==> config.mk <==
export PLATFORM = sky130hd
export DESIGN_NAME = bus_arbiter
export DESIGN_NICKNAME = d
export VERILOG_FILES = /design/src/rtl/arb_pkg.sv /design/src/rtl/bus_arbiter_rr_pick.sv /design/src/rtl/bus_arbiter.sv
export SDC_FILE = /design/constraint.sdc
export NUM_CORES = 1
export LEC_CHECK = 0
export ABC_CLOCK_PERIOD_IN_PS = 11400
export BUFFER_PORTS_ARGS = -buffer_cell sky130_fd_sc_hd__buf_2
export CAP_MARGIN = 15
export CORE_ASPECT_RATIO = 0.8
export CORE_MARGIN = 2
export CORE_UTILIZATION = 55
export CTS_BUF_LIST = sky130_fd_sc_hd__clkbuf_8 sky130_fd_sc_hd__clkbuf_16
export DETAILED_ROUTE_END_ITERATION = 7
export PLACE_DENSITY_LB_ADDON = 0.3
export SYNTH_ARGS = -nofsm -noshare
export SYNTH_HDL_FRONTEND = slang
export SYNTH_HIERARCHICAL = 1
export SYNTH_SLANG_ARGS = --single-unit
export TNS_END_PERCENT = 10
==> constraint.sdc <==
create_clock -name clk -period 11.4 [get_ports clk]
set_input_delay 2.85 -clock clk [delete_from_list [all_inputs] [get_ports clk]]
set_output_delay 2.85 -clock clk [all_outputs]
set_load 0.005 [all_outputs]
==> src/rtl/arb_pkg.sv <==
// Shared constants and FSM encoding for the crossbar request/grant arbiter.
package arb_pkg;

    localparam int N_MASTER_DEF = 16;
    localparam int TIMEOUT_DEF  = 1024;

    typedef logic [0:0] arb_state_t;

    localparam arb_state_t IDLE  = 1'b0;
    localparam arb_state_t GRANT = 1'b1;

    // Next index in rotating order, wrapping at n.
    function automatic int wrap_inc(input int idx, input int n);
        return (idx + 1 >= n) ? 0 : idx + 1;
    endfunction

endpackage

==> src/rtl/bus_arbiter_rr_pick.sv <==
// Rotating-priority find-first: scans eligible starting at ptr, wrapping modulo N.
module rr_pick #(
    parameter int N = 16,
    parameter int W = $clog2(N)
) (
    input  logic [N-1:0] eligible,
    input  logic [W-1:0] ptr,
    output logic         found,
    output logic [W-1:0] idx
);

    always_comb begin
        int         pos;
        logic [W-1:0] pos_w;
        found = 1'b0;
        idx   = '0;
        pos   = 0;
        pos_w = '0;
        for (int k = 0; k < N; k++) begin
            pos = int'(ptr) + k;
            if (pos >= N) pos = pos - N;
            pos_w = W'(pos);
            if (!found && eligible[pos_w]) begin
                found = 1'b1;
                idx   = pos_w;
            end
        end
    end

endmodule

==> src/rtl/bus_arbiter.sv <==
// Round-robin bus arbiter: one owner holds the crossbar until it drops its
// request or the watchdog forces release; timed-out masters stay masked until they drop.
module bus_arbiter
    import arb_pkg::*;
#(
    parameter int N_MASTER = N_MASTER_DEF,
    parameter int TIMEOUT  = TIMEOUT_DEF,
    parameter int OWNER_W  = $clog2(N_MASTER)
) (
    input  logic                clk,
    input  logic                rst_n,
    input  logic [N_MASTER-1:0] request,
    output logic [N_MASTER-1:0] grant,
    output logic [OWNER_W-1:0]  owner,
    output logic                busy,
    output logic                timeout
);

    localparam int HC_W = (TIMEOUT > 0) ? $clog2(TIMEOUT + 1) : 1;
    localparam logic [HC_W-1:0] HC_LAST = HC_W'((TIMEOUT > 0) ? TIMEOUT - 1 : 0);
    localparam logic [HC_W-1:0] HC_MAX  = '1;

    arb_state_t            state;
    logic [OWNER_W-1:0]    ptr;
    logic [N_MASTER-1:0]   mask;
    logic [HC_W-1:0]       hold_cnt;

    logic [N_MASTER-1:0]   eligible;
    logic                  pick_found;
    logic [OWNER_W-1:0]    pick_idx;
    logic [N_MASTER-1:0]   pick_onehot;
    logic [N_MASTER-1:0]   owner_onehot;
    logic [OWNER_W-1:0]    owner_inc;
    logic                  owner_req;
    logic                  expire;

    assign eligible = request & ~mask;

    rr_pick #(
        .N (N_MASTER),
        .W (OWNER_W)
    ) u_pick (
        .eligible (eligible),
        .ptr      (ptr),
        .found    (pick_found),
        .idx      (pick_idx)
    );

    always_comb begin
        pick_onehot            = '0;
        pick_onehot[pick_idx]  = 1'b1;
        owner_onehot           = '0;
        owner_onehot[owner]    = 1'b1;
    end

    assign owner_inc = OWNER_W'(wrap_inc(int'(owner), N_MASTER));
    assign owner_req = request[owner];
    // A drop on the expiry edge is a normal release, so expiry only counts while still requested.
    assign expire    = (TIMEOUT != 0) && owner_req && (hold_cnt == HC_LAST);

    always_ff @(posedge clk) begin
        if (!rst_n) begin
            state    <= IDLE;
            grant    <= '0;
            owner    <= '0;
            busy     <= 1'b0;
            timeout  <= 1'b0;
            ptr      <= '0;
            mask     <= '0;
            hold_cnt <= '0;
        end else begin
            timeout <= 1'b0;
            mask    <= (mask & request) | ((state == GRANT && expire) ? owner_onehot : '0);
            case (state)
                IDLE: begin
                    if (pick_found) begin
                        grant    <= pick_onehot;
                        owner    <= pick_idx;
                        busy     <= 1'b1;
                        hold_cnt <= '0;
                        state    <= GRANT;
                    end
                end
                GRANT: begin
                    if (!owner_req || expire) begin
                        grant   <= '0;
                        busy    <= 1'b0;
                        timeout <= expire;
                        ptr     <= owner_inc;
                        state   <= IDLE;
                    end else if (hold_cnt != HC_MAX) begin
                        hold_cnt <= hold_cnt + HC_W'(1);
                    end
                end
                default: state <= IDLE;
            endcase
        end
    end

endmodule

==> run_results.csv, run 1 <==
group,metric,value,unit
worst_setup_path,r2r_cells,11,
sta,fmax,143,MHz
sta,hold_ws,484,ps
final_layout,diodes,0,
synthesis,synth_compound_area_frac,0.211,
pwr,total_power,0.921,mW
global_route,grt_overflow,0,
route,vias,4879,
synthesis,synth_flop_cell,"dfxtp_1",
synthesis,netlist_instances,555,
sta,finalSetupViolCount,0,
clock_network,cts_root_buffer,"clkbuf_16",
placement,place_hpwl,10800,um
worst_setup_path,reg2reg_from,"ptr[0]",
global_route,grt_pass1_wl,23200,um
min_path,min_to,"mask[7]",
worst_setup_path,critPathArrivalTime,7230,ps
final_layout,filler_cell_count,765,
final_layout,area_growth_syn_to_layout,7.26,%
synthesis,synth.ff_latch_count,54,
placement,placed_area,0.00521,mm^2
synthesis,yosysSeqAreaShare,0.216,
global_route,grtUsageTotal,0.298,
pwr,power.leakage,1.97,nW
floorplanning,core.rowCount,31,
synthesis,ys_types,70,
floorplanning,core_area,0.00896,mm^2
clock_network,htree_levels,2,
sta,fin_crit_sh,0.613,
floorplanning,die_y,89.4,um
clock_network,clock_latency,300,ps
synthesis,synth_mux_area_frac,0.267,
placement,port_buffers,39,
synthesis,synth_xor_area_frac,0.0207,
global_route,grt_pass1_vias,4553,
worst_setup_path,critical_path_class,"in2reg",
sta,worst_pin_slew,997,ps
clock_network,clockBufferDepth,2,
global_route,grt_antenna_before_repair,0,
sta,slew_violations,0,
worst_setup_path,crit_top_cell,"mux2i_1",
worst_setup_path,critPathRequiredTime,11650,ps
sta,hold_viol_final,0,
worst_setup_path,cpPeakStageDelay,700,ps
sta,fin_tns_setup,0,ps
final_layout,drive_above_1_share,0.200,
route,drt-vias-per-instance,7.11,
min_path,hold_class,"reg2reg",
route,wl,14600,um
route,drc,0,
worst_setup_path,cp_slowest_cell,"or4_1",
route,drt_iter0_drc,496,
synthesis,synthAdderAreaFrac,0.0299,
sta,rsz0062_at_grt,"false",
synthesis,syn_nets,585,
synthesis,async_flop_share,0,
clock_network,cts_hold_buf,0,
floorplanning,start_util,0.560,
route,routedWlPerCell,21.3,um
worst_setup_path,start_kind,"input pin",
sta,clock_skew,4.41,ps
final_layout,fin_nets,600,
sta,period_minus_slack,6990,ps
synthesis,syn_avg_cell_area,9.04,um^2
pwr,power_density,171,mW/mm^2
worst_setup_path,rr_endpoint,"grant[6]",
route,detail-route-antenna-nets,0,
sta,slew_headroom,0.335,
worst_setup_path,r2r_slack,5270,ps
clock_network,cts_buffers,5,
clock_network,post-cts-setup-buffer-count,0,
synthesis,synth-warning-count,6,
route,dr.pass1.iters,5,
synthesis,synthSimpleGateAreaFrac,0.203,
floorplanning,ios,40,
synthesis,synth_top_family_by_area,"multiplexers",
final_layout,design_area,0.00538,mm^2
status,status,"finished, final reports clean",
min_path,hold_depth,2,
worst_setup_path,cp_max_fo,12,
global_route,grt_max_degree,49,
clock_network,cts_tree,"yes",
clock_network,cts.sinks,54,
synthesis,synth_edf_count,0,
worst_setup_path,cp_cell_sequence,"buf_2 -> nor2b_1 -> mux4_2 -> mux2i_1 -> mux2i_1 -> nor4b_4 -> nand3_2 -> or4_1 -> o221ai_1 -> nor3b_1 -> a32o_1",
worst_setup_path,crit_path_end_kind,"register",
floorplanning,die_area,0.00990,mm^2
pwr,vdd_drop_max,0.0890,mV
min_path,min_from,"mask[7]",
floorplanning,die_w,111,um
placement,place.gp.congestion,1.02,
clock_network,clk_pin_slew,70,ps
final_layout,final_core_util,0.600,
run,drv_cap,0,
clock_network,cts_resized,0,
synthesis,synth_area,0.00502,mm^2
## cell usage after synthesis (all sizes together), types with 10 or more instances
master / instances / share of area
nand4: 10 / 0.012
a21oi: 26 / 0.026
o21ai: 18 / 0.018
a32o: 17 / 0.034
nor3: 10 / 0.012
nand2: 46 / 0.034
nor2b: 21 / 0.026
nor2: 19 / 0.015
clkbuf: 22 / 0.016
mux2i: 32 / 0.064
mux2: 17 / 0.038
dfxtp: 54 / 0.22
nand3: 37 / 0.038
mux4: 36 / 0.16
inv: 26 / 0.019
ha: 12 / 0.030
o31ai: 16 / 0.024
buf: 12 / 0.017
## cell families after synthesis
family          count (synthesis)
mux                            85
xor+xnor                       11
buf+inv                        61
compound gates                143
flops                          54
fa+ha+maj                      12
simple gates                  189
## sequential cells by signal, indices dropped and copies added (netlist names)
name,count
ptr,4
busy,1
hold_cnt,11
timeout,1
owner,4
grant,16
state,1
mask,16
## where the power goes
part / leakage, nW / total (mW) / internal [mW] / switching [mW]
clock network: 0.0842 / 0.176 / 0.104 / 0.0721
registers: 0.437 / 0.228 / 0.200 / 0.0282
logic: 1.45 / 0.517 / 0.203 / 0.314
## per-stage QoR
step / setup slack (ps) / instances
after floorplan: 5260 / 555
after CTS: 4550 / 686
after global routing: 4220 / 686
after detailed placement: 4220 / 678
final: 4410 / 686
after global placement: 4390 / 678
## routing by layer
metal,up-vias,routed length [um],track usage
met3,46,1820,0.0888
met4,0,391,0.105
li1,2203,-,-
met5,-,0,0
met2,284,6490,0.487
met1,2346,5940,0.383
## critical path, delay by kind of cell
kind / cells / cell delay [ps]
AOI/OAI and AO/OA: 2 / 620
and+or+nand+nor: 5 / 2390
buffers and inverters: 1 / 120
muxes: 3 / 1250
## worst max-delay path by stage
| stage | startpoint | cells after the start | endpoint |
|---|---|---|---|
| after floorplan | request[7] | 11 | grant[10] |
| after global placement | request[0] | 11 | grant[6] |
| after detailed placement | request[3] | 11 | grant[6] |
| after CTS | request[3] | 11 | grant[6] |
| after global routing | request[0] | 11 | grant[6] |
| final | request[0] | 11 | grant[6] |
## layout make-up
cell class                 count  area, um^2  area share
clock buffer                   5         125      0.0233
clock inverter                 3        43.8     0.00814
inverter                      27         101      0.0188
multi-input combinational    440        3670       0.681
sequential                    54        1080       0.201
tap                          115         144      0.0267
timing repair buffer          42         218      0.0405
## placed cells by master (no fill, tap or decap), types with 6 or more instances in the layout
cell and n:
dfxtp_1 53, nand2_1 46, buf_2 39, nand3_1 36
mux4_2 32, mux2i_1 32, inv_1 26, a21oi_1 26
nor2b_1 21, nor2_1 18, a32o_1 17, mux2_2 16
o31ai_1 16, o21ai_0 16, ha_1 12, nand4_1 10
nor3_1 9, and3_1 8, nand2b_1 7, and2_1 7
xnor2_1 7, o211ai_1 6, a31oi_1 6
Note: power is estimated with default switching activity, not from simulation.
==> inputs of run 2 (changes only) <==
--- a/config.mk
+++ b/config.mk
@@ -5,7 +5,8 @@
 export SDC_FILE = /design/constraint.sdc
 export NUM_CORES = 1
 export LEC_CHECK = 0
-export ABC_CLOCK_PERIOD_IN_PS = 11400
+export ABC_AREA = 1
+export ABC_CLOCK_PERIOD_IN_PS = 6400
 export BUFFER_PORTS_ARGS = -buffer_cell sky130_fd_sc_hd__buf_2
 export CAP_MARGIN = 15
 export CORE_ASPECT_RATIO = 0.8
==> constraint.sdc (replaced) <==
create_clock -name clk -period 6.4 [get_ports clk]
set_input_delay 1.6 -clock clk [delete_from_list [all_inputs] [get_ports clk]]
set_output_delay 1.6 -clock clk [all_outputs]
set_load 0.005 [all_outputs]
==> run_results.csv, run 2 <==
group,metric,value,unit
status,status,"finished, final reports clean",
sta,clock_skew,8.44,ps
synthesis,synth-warning-count,6,
pwr,switching_share,0.594,
worst_setup_path,crit_buf_inv,5,
sta,finalSetupViolCount,0,
worst_setup_path,critPathArrivalTime,4910,ps
clock_network,cts_buffers,5,
floorplanning,start_util,0.575,
pwr,p_seq_frac,0.197,
pwr,p_int,0.916,mW
sta,slew_violations,0,
worst_setup_path,crit_path_end_kind,"register",
pwr,power.switching,1.34,mW
route,drt_iter0_drc,459,
worst_setup_path,cp_cell_sequence,"buf_4 -> inv_2 -> ha_1 -> inv_1 -> nand3_1 -> nand3_1 -> nand2_1 -> nand2_2 -> nand2_4 -> nor2_8 -> nand4_4 -> nor3_2 -> nand4_2 -> nor2_4 -> nand3_4 -> nor2_4 -> nand3b_1 -> inv_1 -> nor2_4 -> inv_1 -> o21ai_1 -> nand3_4 -> nand2_1 -> a21oi_1",
route,drt-vias-per-instance,5.85,
final_layout,area_growth_syn_to_layout,6.49,%
worst_setup_path,r2r_slack,1720,ps
global_route,grt_overflow,0,
floorplanning,die_y,85.9,um
floorplanning,ios,40,
route,drc,0,
sta,fin_tns_setup,0,ps
route,dr.pass1.iters,6,
synthesis,synth.most_common_cell,"nand2_1",
pwr,total_power,2.26,mW
sta,hold_viol_final,0,
placement,port_buffers,39,
global_route,grtUsageTotal,0.305,
worst_setup_path,start_kind,"register",
worst_setup_path,critical_path_class,"reg2reg",
pwr,p_comb_frac,0.708,
synthesis,synth_top_family_by_area,"simple AND/OR/NAND/NOR gates",
sta,fmax,214,MHz
global_route,grt_antenna_before_repair,0,
pwr,power_density,460,mW/mm^2
final_layout,filler_cell_count,786,
placement,place_hpwl,10700,um
synthesis,netlist_instances,759,
final_layout,design_area,0.00491,mm^2
route,vias,5203,
global_route,grt_pass1_vias,4662,
synthesis,synthAdderAreaFrac,0.0326,
clock_network,cts_root_buffer,"clkbuf_8",
synthesis,ys_top_cells_by_area,"dfxtp_1 23%, nand2_1 16%, nand3_1 15%",
clock_network,clockBufferDepth,2,
sta,worst_pin_slew,969,ps
synthesis,synth.ff_latch_count,54,
pwr,p_clk_frac,0.094,
global_route,grt_max_degree,33,
route,detail-route-antenna-nets,0,
placement,place.gp.congestion,0.939,
final_layout,largestRegisters,"grant x16, mask x16, hold_cnt x11",
clock_network,htree_levels,2,
global_route,grt_pass1_wl,22400,um
synthesis,synthSimpleGateAreaFrac,0.514,
clock_network,cts.sinks,54,
pwr,vdd_drop_max,0.259,mV
sta,period_minus_slack,4680,ps
synthesis,syn_nets,789,
route,routedWlPerCell,15.5,um
final_layout,layout_common_cells,"192 x nand2_1, 140 x nand3_1, 87 x nor2_1, 75 x inv_1, 54 x dfxtp_1",
clock_network,clock_latency,310,ps
pwr,power.leakage,2.26,nW
clock_network,clk_pin_slew,110,ps
final_layout,diodes,0,
final_layout,drive_above_1_share,0.123,
floorplanning,core_area,0.00802,mm^2
route,wl,13800,um
synthesis,ys_types,39,
synthesis,synth_compound_area_frac,0.0785,
synthesis,synth_xor_area_frac,0.0353,
clock_network,cts_hold_buf,0,
sta,rsz0062_at_grt,"false",
final_layout,fin_nets,811,
sta,fin_crit_sh,0.732,
synthesis,synth_common_cells,"192 x nand2_1, 140 x nand3_1, 87 x nor2_1, 75 x inv_1, 54 x dfxtp_1",
worst_setup_path,critPathRequiredTime,6620,ps
synthesis,async_flop_share,0,
worst_setup_path,cpPeakStageDelay,550,ps
synthesis,synth_flop_cell,"dfxtp_1",
clock_network,cts_tree,"yes",
placement,placed_area,0.00481,mm^2
synthesis,syn_avg_cell_area,6.07,um^2
synthesis,synth_area,0.00461,mm^2
floorplanning,core.rowCount,29,
sta,slew_headroom,0.354,
run,drv_cap,0,
synthesis,yosys.area.top_type_share,0.235,
synthesis,synth_area_leader_cell,"dfxtp_1",
floorplanning,die_area,0.00913,mm^2
final_layout,final_common_cell,"nand2_1",
worst_setup_path,cp_slowest_cell,"ha_1",
worst_setup_path,cp_top_family,"simple AND/OR/NAND/NOR gates",
synthesis,synth_mux_area_frac,0,
floorplanning,die_w,106,um
min_path,hold_class,"reg2reg",
clock_network,post-cts-setup-buffer-count,0,
synthesis,synth_edf_count,0,
synthesis,yosysSeqAreaShare,0.235,
clock_network,cts_resized,0,
worst_setup_path,cp_max_fo,24,
==> run 2: cell count changes in the layout (fill, tap and decap cells not counted), moves of 16 or more <==
cell,delta
nand2_1,+146
nand3_1,+104
nor2_1,+69
inv_1,+49
mux2i_1,-32
mux4_2,-32
nand4_1,+32
nor2b_1,-21
a32o_1,-17
mux2_2,-16
o31ai_1,-16
==> run 2: cells by family (layout without fill, tap and decap cells) <==
family / after synthesis / count (layout)
fa+ha+maj: 12 / 12
compound gates: 67 / 67
simple gates: 498 / 498
flops: 54 / 54
xor+xnor: 16 / 16
buf+inv: 112 / 135
==> run 2: worst min-delay path, delay by kind of cell (launching register included) <==
kind,cells,cell delay (ps)
flip-flops,1,330
AO/OA/AOI/OAI,1,70
AND/OR/NAND/NOR,1,40
==> run 2: path summary, 6_finish.rpt <==
| check | startpoint | to | depth (start not counted) |
|---|---|---|---|
| hold reg to reg | hold_cnt[10] | hold_cnt[10] | 2 |
| setup reg to reg | ptr[0] | hold_cnt[2] | 24 |
| hold / removal | hold_cnt[10] | hold_cnt[10] | 2 |
| setup / recovery | ptr[0] | hold_cnt[2] | 24 |
==> run 2: stage by stage <==
step / hold slack [ps] / worst slack [ps] / cells / util
2_1_floorplan: 428 / 2160 / 759 / -
3_3_place_gp: 443 / 1700 / 882 / 0.599
3_5_place_dp: 445 / 1610 / 882 / 0.599
4_1_cts: 462 / 1790 / 890 / 0.612
5_1_grt: 489 / 1390 / 890 / 0.612
6_report: 470 / 1720 / 890 / 0.612
==> run 2: power groups by stage <==
stage | clock network, mW | logic, mW | registers, mW
5_1_grt | 0.227 | 1.76 | 0.453
2_1_floorplan | 0 | 1.23 | 0.425
3_5_place_dp | 0 | 1.56 | 0.451
3_3_place_gp | 0 | 1.53 | 0.449
6_report | 0.212 | 1.60 | 0.446
4_1_cts | 0.215 | 1.56 | 0.443
==> run 2: cell type report <==
type,instances,area [um^2],area share
well taps,108,135,0.0275
clock inverters,2,16.3,0.00332
repair buffers,44,233,0.0474
multi-input cells,593,3040,0.621
inverters,83,314,0.0640
clock buffers,6,82.6,0.0168
flip-flops and latches,54,1080,0.220
==> run 2: per-layer routing <==
layer	vias up	part of all wire	GRT usage
li1	2544	-	-
met1	2396	0.45	0.418
met2	247	0.46	0.517
met3	16	0.079	0.0357
met4	0	0.011	0.0706
met5	-	0	0
==> inputs of run 3 (changes only) <==
--- a/config.mk
+++ b/config.mk
@@ -6,7 +6,7 @@
 export NUM_CORES = 1
 export LEC_CHECK = 0
 export ABC_AREA = 1
-export ABC_CLOCK_PERIOD_IN_PS = 6400
+export ABC_CLOCK_PERIOD_IN_PS = 4900
 export BUFFER_PORTS_ARGS = -buffer_cell sky130_fd_sc_hd__buf_2
 export CAP_MARGIN = 15
 export CORE_ASPECT_RATIO = 0.8
==> constraint.sdc (replaced) <==
create_clock -name clk -period 4.9 [get_ports clk]
set_input_delay 1.225 -clock clk [delete_from_list [all_inputs] [get_ports clk]]
set_output_delay 1.225 -clock clk [all_outputs]
set_load 0.005 [all_outputs]
==> run_results.csv, run 3 (same netlist as run 2, synthesis figures left out) <==
group,metric,value,unit
sta,worst_pin_slew,1050,ps
final_layout,largestRegisters,"grant x16, mask x16, hold_cnt x11",
sta,fin_crit_sh,0.899,
pwr,power_density,600,mW/mm^2
worst_setup_path,r2r_cells,24,
sta,slew_headroom,0.302,
run,drv_cap,0,
route,drc,0,
global_route,grt_max_degree,33,
global_route,grt_pass1_vias,4613,
placement,numPlacedInstances,885,
pwr,power.leakage,2.28,nW
pwr,total_power,2.95,mW
route,drt_iter0_drc,451,
global_route,grt_overflow,0,
route,vias,5111,
worst_setup_path,start_kind,"register",
worst_setup_path,crit_path_end_kind,"register",
clock_network,cts_hold_buf,0,
final_layout,final_common_cell,"nand2_1",
final_layout,design_area,0.00491,mm^2
sta,period_minus_slack,4400,ps
min_path,hold_class,"reg2reg",
global_route,grt_antenna_before_repair,0,
placement,place.gp.congestion,1.10,
worst_setup_path,critPathRequiredTime,5120,ps
floorplanning,start_util,0.575,
clock_network,htree_levels,2,
sta,fin_ws,496,ps
worst_setup_path,critPathArrivalTime,4630,ps
sta,slew_violations,0,
worst_setup_path,critical_path_class,"reg2reg",
final_layout,instances_no_fill,892,
clock_network,cts_tree,"yes",
route,routedWlPerCell,15.3,um
floorplanning,core.rowCount,29,
placement,pre_cts_ws,518,ps
clock_network,cts.sinks,54,
sta,hold_viol_final,0,
route,dr.pass1.iters,5,
worst_setup_path,reg2reg_from,"ptr[0]",
clock_network,cts_buffers,5,
floorplanning,core_area,0.00802,mm^2
clock_network,clock_latency,320,ps
final_layout,area_growth_syn_to_layout,6.63,%
sta,fmax,227,MHz
placement,placed_area,0.00483,mm^2
final_layout,layout_common_cells,"192 x nand2_1, 140 x nand3_1, 87 x nor2_1, 75 x inv_1, 54 x dfxtp_1",
sta,rsz0062_at_grt,"false",
final_layout,fin_nets,814,
floorplanning,die_w,106,um
floorplanning,ios,40,
sta,fin_tns_setup,0,ps
final_layout,drive_above_1_share,0.125,
route,wl,13700,um
global_route,grt_pass1_wl,22600,um
sta,clock_skew,10.9,ps
worst_setup_path,cp-endpoint,"hold_cnt[4]",
clock_network,clk_pin_slew,100,ps
worst_setup_path,cp-startpoint,"ptr[0]",
pwr,vdd_drop_max,0.346,mV
route,drt-vias-per-instance,5.73,
clock_network,cts_root_buffer,"clkbuf_8",
clock_network,clockBufferDepth,2,
clock_network,post-cts-setup-buffer-count,0,
worst_setup_path,rr_endpoint,"hold_cnt[4]",
worst_setup_path,r2r_slack,500,ps
clock_network,cts_resized,0,
global_route,grtUsageTotal,0.310,
placement,port_buffers,39,
placement,place_hpwl,10700,um
floorplanning,die_y,85.9,um
sta,finalSetupViolCount,0,
final_layout,diodes,0,
status,status,"finished, final reports clean",
route,detail-route-antenna-nets,0,
worst_setup_path,cp_max_fo,24,
floorplanning,die_area,0.00913,mm^2
-- run 3: changes by cell type in the layout (fill, tap and decap cells not counted) --
cell / change
buf_4: +3
clkbuf_8: -1
clkinv_2: +1
clkinvlp_4: -1
-- run 3: worst min path at each step --
stage	cells past startpoint	endpoint	slack, ps	from
2_1_floorplan	2	hold_cnt[10]	430	hold_cnt[10]
3_3_place_gp	2	hold_cnt[10]	450	hold_cnt[10]
3_5_place_dp	2	hold_cnt[10]	450	hold_cnt[10]
4_1_cts	2	hold_cnt[10]	460	hold_cnt[10]
5_1_grt	2	grant[4]	510	grant[4]
6_report	2	hold_cnt[10]	460	hold_cnt[10]
-- run 3: layout make-up --
| cell class | count | area (um^2) |
|---|---|---|
| fillers | 789 | 3110 |
| multi-input cells | 593 | 3040 |
| flip-flops and latches | 54 | 1080 |
| inverters | 83 | 314 |
| repair buffers | 47 | 255 |
| well taps | 108 | 135 |
| clock buffers | 5 | 68.8 |
| clock inverters | 2 | 13.8 |
-- run 3: critical path, cell delays in order, from the launching register on --
cell and delay, ps:
dfxtp_1 320, buf_4 270, inv_2 210, ha_1 360, inv_1 360, nand3_1 190
nand3_1 160, nand2_1 90, nand2_2 110, nand2_4 80, nor2_8 130, nand4_4 100
nor3_2 130, nand4_2 150, nor2_4 180, nand3_4 110, nor2_4 140, nand3b_1 90
inv_1 140, nor2_4 80, inv_1 100, o21ai_1 300, nand3_4 270, nand2_1 70
a21oi_1 160
-- run 3: routing by layer --
metal | vias up | global-route usage | share of wire
met2 | 226 | 0.464 | 0.41
met3 | 18 | 0.0722 | 0.11
met4 | 0 | 0.0478 | 0.0076
met1 | 2315 | 0.460 | 0.47
li1 | 2552 | - | -
met5 | - | 0 | 0
-- run 3: through the flow --
stage | hold slack (ps) | util
2_1_floorplan | 428 | -
3_3_place_gp | 448 | 0.602
3_5_place_dp | 450 | 0.602
4_1_cts | 464 | 0.613
5_1_grt | 510 | 0.613
6_report | 461 | 0.613
-- run 3: report_power, final --
part / internal (mW) / total [mW] / leakage, nW / switching, mW
Sequential: 0.500 / 0.579 / 0.438 / 0.0792
Combinational: 0.593 / 2.11 / 1.79 / 1.52
Clock: 0.0994 / 0.257 / 0.0444 / 0.157
